`config.mk`:
```
export PLATFORM = sky130hd
export DESIGN_NAME = fetch_controller
export DESIGN_NICKNAME = d
export VERILOG_FILES = /design/src/rtl/fetch_controller.sv
export SDC_FILE = /design/constraint.sdc
export NUM_CORES = 1
export LEC_CHECK = 0
export ABC_CLOCK_PERIOD_IN_PS = 5650
export BUFFER_PORTS_ARGS = -buffer_cell sky130_fd_sc_hd__buf_2
export CORE_UTILIZATION = 33
export CTS_BUF_LIST = sky130_fd_sc_hd__clkbuf_4
export CTS_CLUSTER_SIZE = 24
export DETAILED_ROUTE_END_ITERATION = 7
export PLACE_DENSITY = 0.59
export SYNTH_ARGS = -nofsm -noshare
export SYNTH_HDL_FRONTEND = slang
export SYNTH_SLANG_ARGS = --single-unit
```
`constraint.sdc`:
```
create_clock -name clk -period 5.65 [get_ports clk]
set_clock_uncertainty 0.1 [all_clocks]
set_input_delay 0.2825 -clock clk [delete_from_list [all_inputs] [get_ports clk]]
set_output_delay 0.2825 -clock clk [all_outputs]
set_load 0.02 [all_outputs]
```
`src/rtl/fetch_controller.sv`:
```
// Instruction-fetch sequencer: owns the PC, fetches one word per cycle into a
// two-entry FIFO and hands it to decode over valid/ready. Redirects flush the
// FIFO. Fetch stops after a HALT opcode is enqueued.
// Optional performance counters are built when FETCH_PERF_EN is defined.
module fetch_controller #(
  parameter logic [31:0] RESET_PC = 32'd0,
  parameter logic [5:0]  HALT_OP  = 6'b111111,
  parameter int unsigned DEPTH    = 2
) (
  input  logic        clk,
  input  logic        rst,
  input  logic        start,
  output logic [31:0] imem_addr,
  input  logic [31:0] imem_ins,
  input  logic        redirect,
  input  logic [31:0] redirect_pc,
  output logic        ins_valid,
  input  logic        ins_ready,
  output logic [31:0] ins_out,
  output logic [31:0] pc_out,
  output logic        halted
`ifdef FETCH_PERF_EN
  ,
  output logic [31:0] perf_fetched,
  output logic [31:0] perf_flushes
`endif
);

  localparam int unsigned PtrW = $clog2(DEPTH);
  localparam int unsigned CntW = $clog2(DEPTH + 1);

  typedef enum logic [1:0] {
    IDLE,
    RUN,
    HALT
  } state_t;

  state_t            r_state;
  logic [31:0]       r_pc;
  logic              r_halted;
  logic [31:0]       r_fifo_ins [DEPTH];
  logic [31:0]       r_fifo_pc  [DEPTH];
  logic [PtrW-1:0]   r_wptr;
  logic [PtrW-1:0]   r_rptr;
  logic [CntW-1:0]   r_count;

  logic w_pop;
  logic w_push;
  logic w_flush;
  logic w_is_halt;

  assign ins_valid = (r_count != '0);
  assign w_pop     = ins_valid & ins_ready;
  // Redirect wins over everything once the sequencer has been started.
  assign w_flush   = redirect & (r_state != IDLE);
  // A full FIFO may still accept a word when the head leaves this same cycle.
  assign w_push    = (r_state == RUN) & ~redirect & ((r_count < CntW'(DEPTH)) | w_pop);
  assign w_is_halt = (imem_ins[31:26] == HALT_OP);

  assign imem_addr = r_pc;
  assign ins_out   = r_fifo_ins[r_rptr];
  assign pc_out    = r_fifo_pc[r_rptr];
  assign halted    = r_halted;

  // Sequencer FSM and program counter.
  always_ff @(posedge clk or posedge rst) begin
    if (rst) begin
      r_state  <= IDLE;
      r_pc     <= RESET_PC;
      r_halted <= 1'b0;
    end else begin
      case (r_state)
        IDLE: begin
          // PC may be preloaded while idle, but fetching waits for start.
          if (redirect) r_pc <= redirect_pc;
          if (start) r_state <= RUN;
        end
        RUN: begin
          if (redirect) begin
            r_pc <= redirect_pc;
          end else if (w_push) begin
            r_pc <= r_pc + 32'd1;
            if (w_is_halt) begin
              r_state  <= HALT;
              r_halted <= 1'b1;
            end
          end
        end
        HALT: begin
          if (redirect) begin
            r_pc     <= redirect_pc;
            r_state  <= RUN;
            r_halted <= 1'b0;
          end
        end
        default: begin
          r_state  <= IDLE;
          r_halted <= 1'b0;
        end
      endcase
    end
  end

  // Instruction FIFO: storage, pointers and occupancy.
  always_ff @(posedge clk or posedge rst) begin
    if (rst) begin
      r_fifo_ins <= '{default: '0};
      r_fifo_pc  <= '{default: '0};
      r_wptr     <= '0;
      r_rptr     <= '0;
      r_count    <= '0;
    end else if (w_flush) begin
      // Any same-cycle pop is dropped along with the buffered words.
      r_wptr  <= '0;
      r_rptr  <= '0;
      r_count <= '0;
    end else begin
      if (w_push) begin
        r_fifo_ins[r_wptr] <= imem_ins;
        r_fifo_pc[r_wptr]  <= r_pc;
        r_wptr             <= r_wptr + PtrW'(1);
      end
      if (w_pop) r_rptr <= r_rptr + PtrW'(1);
      case ({w_push, w_pop})
        2'b10:   r_count <= r_count + CntW'(1);
        2'b01:   r_count <= r_count - CntW'(1);
        default: r_count <= r_count;
      endcase
    end
  end

`ifdef FETCH_PERF_EN
  logic [31:0] r_perf_fetched;
  logic [31:0] r_perf_flushes;
  logic        w_flush_cnt;

  // A redirect counts if it throws away buffered work or interrupts fetching.
  assign w_flush_cnt  = w_flush & ((r_state == RUN) | (r_count != '0));
  assign perf_fetched = r_perf_fetched;
  assign perf_flushes = r_perf_flushes;

  // Saturating event counters.
  always_ff @(posedge clk or posedge rst) begin
    if (rst) begin
      r_perf_fetched <= '0;
      r_perf_flushes <= '0;
    end else begin
      if (w_push && (r_perf_fetched != 32'hFFFF_FFFF)) r_perf_fetched <= r_perf_fetched + 32'd1;
      if (w_flush_cnt && (r_perf_flushes != 32'hFFFF_FFFF)) begin
        r_perf_flushes <= r_perf_flushes + 32'd1;
      end
    end
  end
`endif

endmodule
```
Word level (Yosys, flattened, before mapping):

Cells that the tools add are included.

* bits in registers: 167
* input port bits: 69
* output and inout port bits: 98
* logic and storage cells: 85

* $add $sub $neg: 5
* order comparisons: 4
* equality and inequality tests: 12
* muxes and demuxes: 31
* bitwise logic cells: 10
* reductions and logical operators: 13

Operator list (number)
* two-way mux 32 bit: 10
* bitwise mux 64 bit: 2
* case mux 32 bit (2 select lines): 1
* adder 32 x 1 -> 32 bit (second input constant): 1
* demux 32 bit (select 1 bit): 1
* two-way mux 2 bit: 6
* != test 2 bit (second input constant): 5
* AND reduction 5 bit: 2
* nonzero test 2 bit: 5
* two-way mux 1 bit: 8
* == test 6 bit (second input constant): 1
* case mux 2 bit (3 select lines): 1
* bitwise AND 1 bit: 4
* == test 2 x 1 -> 1 bit (second input constant): 2
* == test 2 bit (second input constant): 2
* greater-or-equal comparator 2 bit (second input constant): 2
* inverter 1 -> 2 bit: 2
* case mux 2 bit (2 select lines): 1
* != test 3 bit (second input constant): 1
* inverter 1 bit: 3
* case mux 1 bit (3 select lines): 1
* AND reduction 3 bit: 1
* nonzero test 3 bit: 1
* adder 1 bit (second input constant): 2
* other kinds (10): 10

Logic depth before layout (Yosys ltp):

* depth after elaboration: 7
* gate-level depth with buffers: 8

Least setup slack after synthesis:

Ideal clock, no wire load.

* path kind: register to register
* start point: register r_pc[5] (netlist: imem_addr[5])
* end point: register r_pc[25] (netlist: imem_addr[25])
* arrival time: 2.063 ns
* slack: 3.407 ns
* cell stages (with the launch flop): 8
* path buffers: 2
* path through: dfrtp_1 buf_2 nand4_2 or3_4 or3_1 buf_2 o31a_1 nor3_2

* cells in the longest elaborated chain, start to end: 4

RTL lines
* from (decl): line 39 `logic [31:0] r_pc;`
* from (signal assigned): line 75 `if (redirect) r_pc <= redirect_pc;`
* from (signal assigned): line 80 `r_pc <= redirect_pc;`
* from (signal assigned): line 82 `r_pc <= r_pc + 32'd1;`
* adder 32 x 1 -> 32 bit: line 82
* two-way mux 32 bit: line 81 `end else if (w_push) begin`
* two-way mux 32 bit: line 79 `if (redirect) begin`
* case mux 32 bit (2 select lines): line 72 `case (r_state)`

Every way passes these cells. The select of a mux whose other input is x is not followed.
A chain may end at the register's enable or synchronous reset.

Final worst setup path:

* start point: input port redirect
* end point: register r_fifo_pc[57] (netlist bit)

* cells in the longest elaborated chain, start to end: 4

RTL lines
* from (decl): line 15 `input logic redirect,`
* inverter 1 bit: line 57 `assign w_push = (r_state == RUN) & ~redirect & ((r_count < CntW'(DEPTH)) | w_pop);`
* bitwise AND 1 bit (2 in series): line 57
* AND reduction 2 bit (no source line) (*)
* to (signal, indexed assignment): line 120 `r_fifo_pc[r_wptr] <= r_pc;`
* to (decl): line 42 `logic [31:0] r_fifo_pc [DEPTH];`

Mark *: on every way between the ends. The rest lies on a longest branch, timed or not.

==> out/metrics.csv <==
stage;metric;value;unit
status;status;completed;
global_route;pin count of the biggest net entering global routing;75;
cells_and_area;area used by multi-input combinational logic;0.00353;mm2
floorplan;row cnt;56;
placement;IO Port Bufs;166;
clocking;cts bufs inserted;17;
floorplan;chip width;157;um
sta;actual slew at the worst max-slew pin;1030;ps
power;Leak;0.00426;uW
worst_setup_path;CP max FO;41;
cells_and_area;Layout area overhead;26.5;%
logic_synthesis;most numerous cell in the Yosys netlist;dfrtp_1;
clocking;post-cts sizing count;0;
worst_hold_path;Hold Startpoint;redirect_pc[23];
logic_synthesis;synth top area cells;dfrtp_1, mux2_1, mux2_2, a21oi_1, nand2_1;
cells_and_area;fin area;0.00999;mm2
logic_synthesis;Synth async-reset ratio;1.00;
cells_and_area;Reg area;0.00418;mm2
global_route;antenna violations before repair;0;
worst_setup_path;most frequent CP cell;buf_4;
floorplan;IO Count;167;
floorplan;Core ar.;0.0235;mm2
logic_synthesis;Synth top cells by count;dfrtp_1, mux2_1, mux2_2, a21oi_1, nand2_1;
clocking;CTS tree;yes;
global_route;grt ovf;0;
route;DRT Pass-1 Iters;5;
clocking;Clock Path Buffers;2;
worst_setup_path;worst flop-to-flop path endpoint;r_fifo_pc[57];
clocking;worst skew pair latency;550;ps
route;Vias per Instance;5.02;
placement;placed inst area;0.00903;mm2
logic_synthesis;Main synth FF type;dfrtp_1;
sta;final setup fails;0;
route;final WL;20.5;mm
logic_synthesis;Synth top area share;0.529;
global_route;global-route wire length before repair;32.7;mm
floorplan;Die ar.;0.0246;mm2
worst_setup_path;Worst Path Required;5980;ps
route;DR iter-0 viols;318;
global_route;Total GRT Usage;0.172;
logic_synthesis;flops & latches, synth;167;
logic_synthesis;leading area contributor after synthesis;dfrtp_1;
cells_and_area;ant diodes;0;
logic_synthesis;Syn Std Cell Area;0.00790;mm2
clocking;clock sinks;167;
logic_synthesis;Synthesized Nets;719;
global_route;number of global-route vias before repair;5986;
worst_hold_path;Hold Crit Class;in2reg;
worst_setup_path;Setup CP Type;in2reg;
sta;minimum clock period;3550;ps
worst_setup_path;Worst Setup Start Kind;input pin;
sta;final hold violations;0;
route;Detail Route Antenna Nets;0;
worst_hold_path;WHS Endpoint;imem_addr[23];
worst_setup_path;reg2reg start;r_state[0];
worst_setup_path;crit end category;flip-flop;
sta;RSZ-0062 raised after global routing;no;
clocking;H-tree Lvls;4;
floorplan;Initial Util;0.336;
logic_synthesis;EDFF count, synth;0;
clocking;clk root buf;clkbuf_4;
cells_and_area;layout cell share with drive strength beyond 1;0.321;
route;DRC;0;
worst_setup_path;Critical-path top delay cell;nor2_4;
cells_and_area;Nets;934;
floorplan;Die Ht;157;um
logic_synthesis;YS warnings;0;
placement;DP Wirelength;13.1;mm
sta;Setup Total Neg Slack;0;ps
sta;Fmax;0.282;GHz
logic_synthesis;distinct cell type count after synthesis;51;
flow_run;max-capacitance violation count;0;
worst_setup_path;critical path startpoint;redirect;
power;pwr/cell area;382;mW/mm2
worst_setup_path;Reg2Reg Setup Slack;2130;ps
worst_setup_path;CP max stage delay;710;ps
logic_synthesis;Avg Cell Area, Syn;12.2;um2
logic_synthesis;post-synthesis sequential area ratio;0.529;
sta;Max-slew headroom;0.316;
logic_synthesis;Synth Instances;649;
sta;Final Slew Violations;0;
worst_setup_path;Worst EP arrival;3880;ps
worst_hold_path;hold path cells;4;
power;Peak VDD IR;0.000185;V
route;wire per inst;17.2;um
placement;final RePlAce weighted congestion;0.807;
sta;part of the cycle the worst path needs;0.628;
route;via count;6001;
worst_setup_path;cells on worst reg2reg path;6;
worst_setup_path;Critical Path, Cell by Cell;dlygate4sd3_1 > buf_2 > nor3b_1 > a211oi_4 > buf_4 > nand2_1 > nor2_4 > buf_4 > mux2_1;
clocking;register clock-pin slew on the reported worst setup and hold paths;150;ps
cells_and_area;Fillers;2249;
placed cells by master (no fill, tap or decap), types with 3 or more instances in the layout:
cell type	count
nand2_1	32
a31oi_1	4
nor3_1	13
dlygate4sd3_1	65
a2bb2oi_1	5
nand3_1	22
o22a_1	4
nor4_1	4
clkbuf_4	17
clkinv_4	3
bufinv_16	3
dfrtp_1	166
nand4_1	7
inv_1	6
and3_1	3
a21oi_1	35
or3_1	7
or2_2	3
nor2_1	26
nand2b_1	3
buf_4	7
inv_6	6
o22ai_1	9
nor3b_1	3
mux2_2	64
o21ai_0	19
mux2_1	125
buf_2	166
o21ai_1	11
worst max path at each step:
stage,end,depth (start not counted)
2_1_floorplan,halted,1
3_3_place_gp,r_fifo_ins[32],8
3_5_place_dp,r_fifo_ins[33],8
4_1_cts,r_fifo_pc[57],7
5_1_grt,r_fifo_ins[41],7
6_report,r_fifo_pc[57],9
cell type report:
type	count	area share
Tap cell	319	0.0399
Clock inverter	14	0.0187
Clock buffer	17	0.0128
Inverter	7	0.00313
Multi-Input combinational cell	433	0.353
Timing Repair Buffer	238	0.154
Sequential cell	167	0.419
sequential cells by signal, indices dropped and copies added, names as in the netlist:
name	flops
halted	1
imem_addr	32
r_count	2
r_fifo_ins	64
r_fifo_pc	64
r_rptr	1
r_state	2
r_wptr	1
metal layers:
layer  track usage  vias to the layer above  share of wire
met5             0                        -              0
met4        0.0336                        0         0.0069
met3        0.0410                        9          0.058
met2         0.276                      179           0.46
met1         0.235                     3011           0.48
li1              -                     2802              -
kinds of logic (layout without fill, tap and decap cells):
family / Yosys count / in the layout / synth area share
buffers and inverters: 49 / 276 / 0.0279
AOI/OAI and AO/OA: 105 / 105 / 0.0811
DFF: 167 / 167 / 0.529
and+or+nand+nor: 135 / 135 / 0.0872
xor gates and xnor gates: 2 / 2 / 0.00222
muxes: 190 / 190 / 0.271
adders and majority gates: 1 / 1 / 0.00158
per-stage QoR:
| stage | total power [uW] | hold slack, ps | instances | setup WS, ps | util |
|---|---|---|---|---|---|
| after floorplan | 2640 | 314 | 649 | 749 | - |
| after detailed placement | 3040 | 355 | 1099 | 2040 | 0.385 |
| final | 3820 | 65.2 | 1195 | 2100 | 0.426 |
| after CTS | 3870 | 19.0 | 1195 | 2080 | 0.426 |
| after global routing | 4070 | 26.5 | 1195 | 1840 | 0.426 |
| after global placement | 3010 | 347 | 1099 | 2180 | 0.385 |
critical path, delay by kind of cell:
kind / cells / cell delay (ps)
mux: 1 / 380
buf+inv: 4 / 1830
compound gates: 1 / 220
simple gates: 3 / 1120
power breakdown:
part,internal (uW),switching (uW)
clock,317,465
sequential,1550,257
combinational,582,646
repair_timing:
item	CTS	global route
hold buffers	65	0
setup buffers	0	0
hold endpoints to repair	168	0
(Power assumes the default switching activity.)
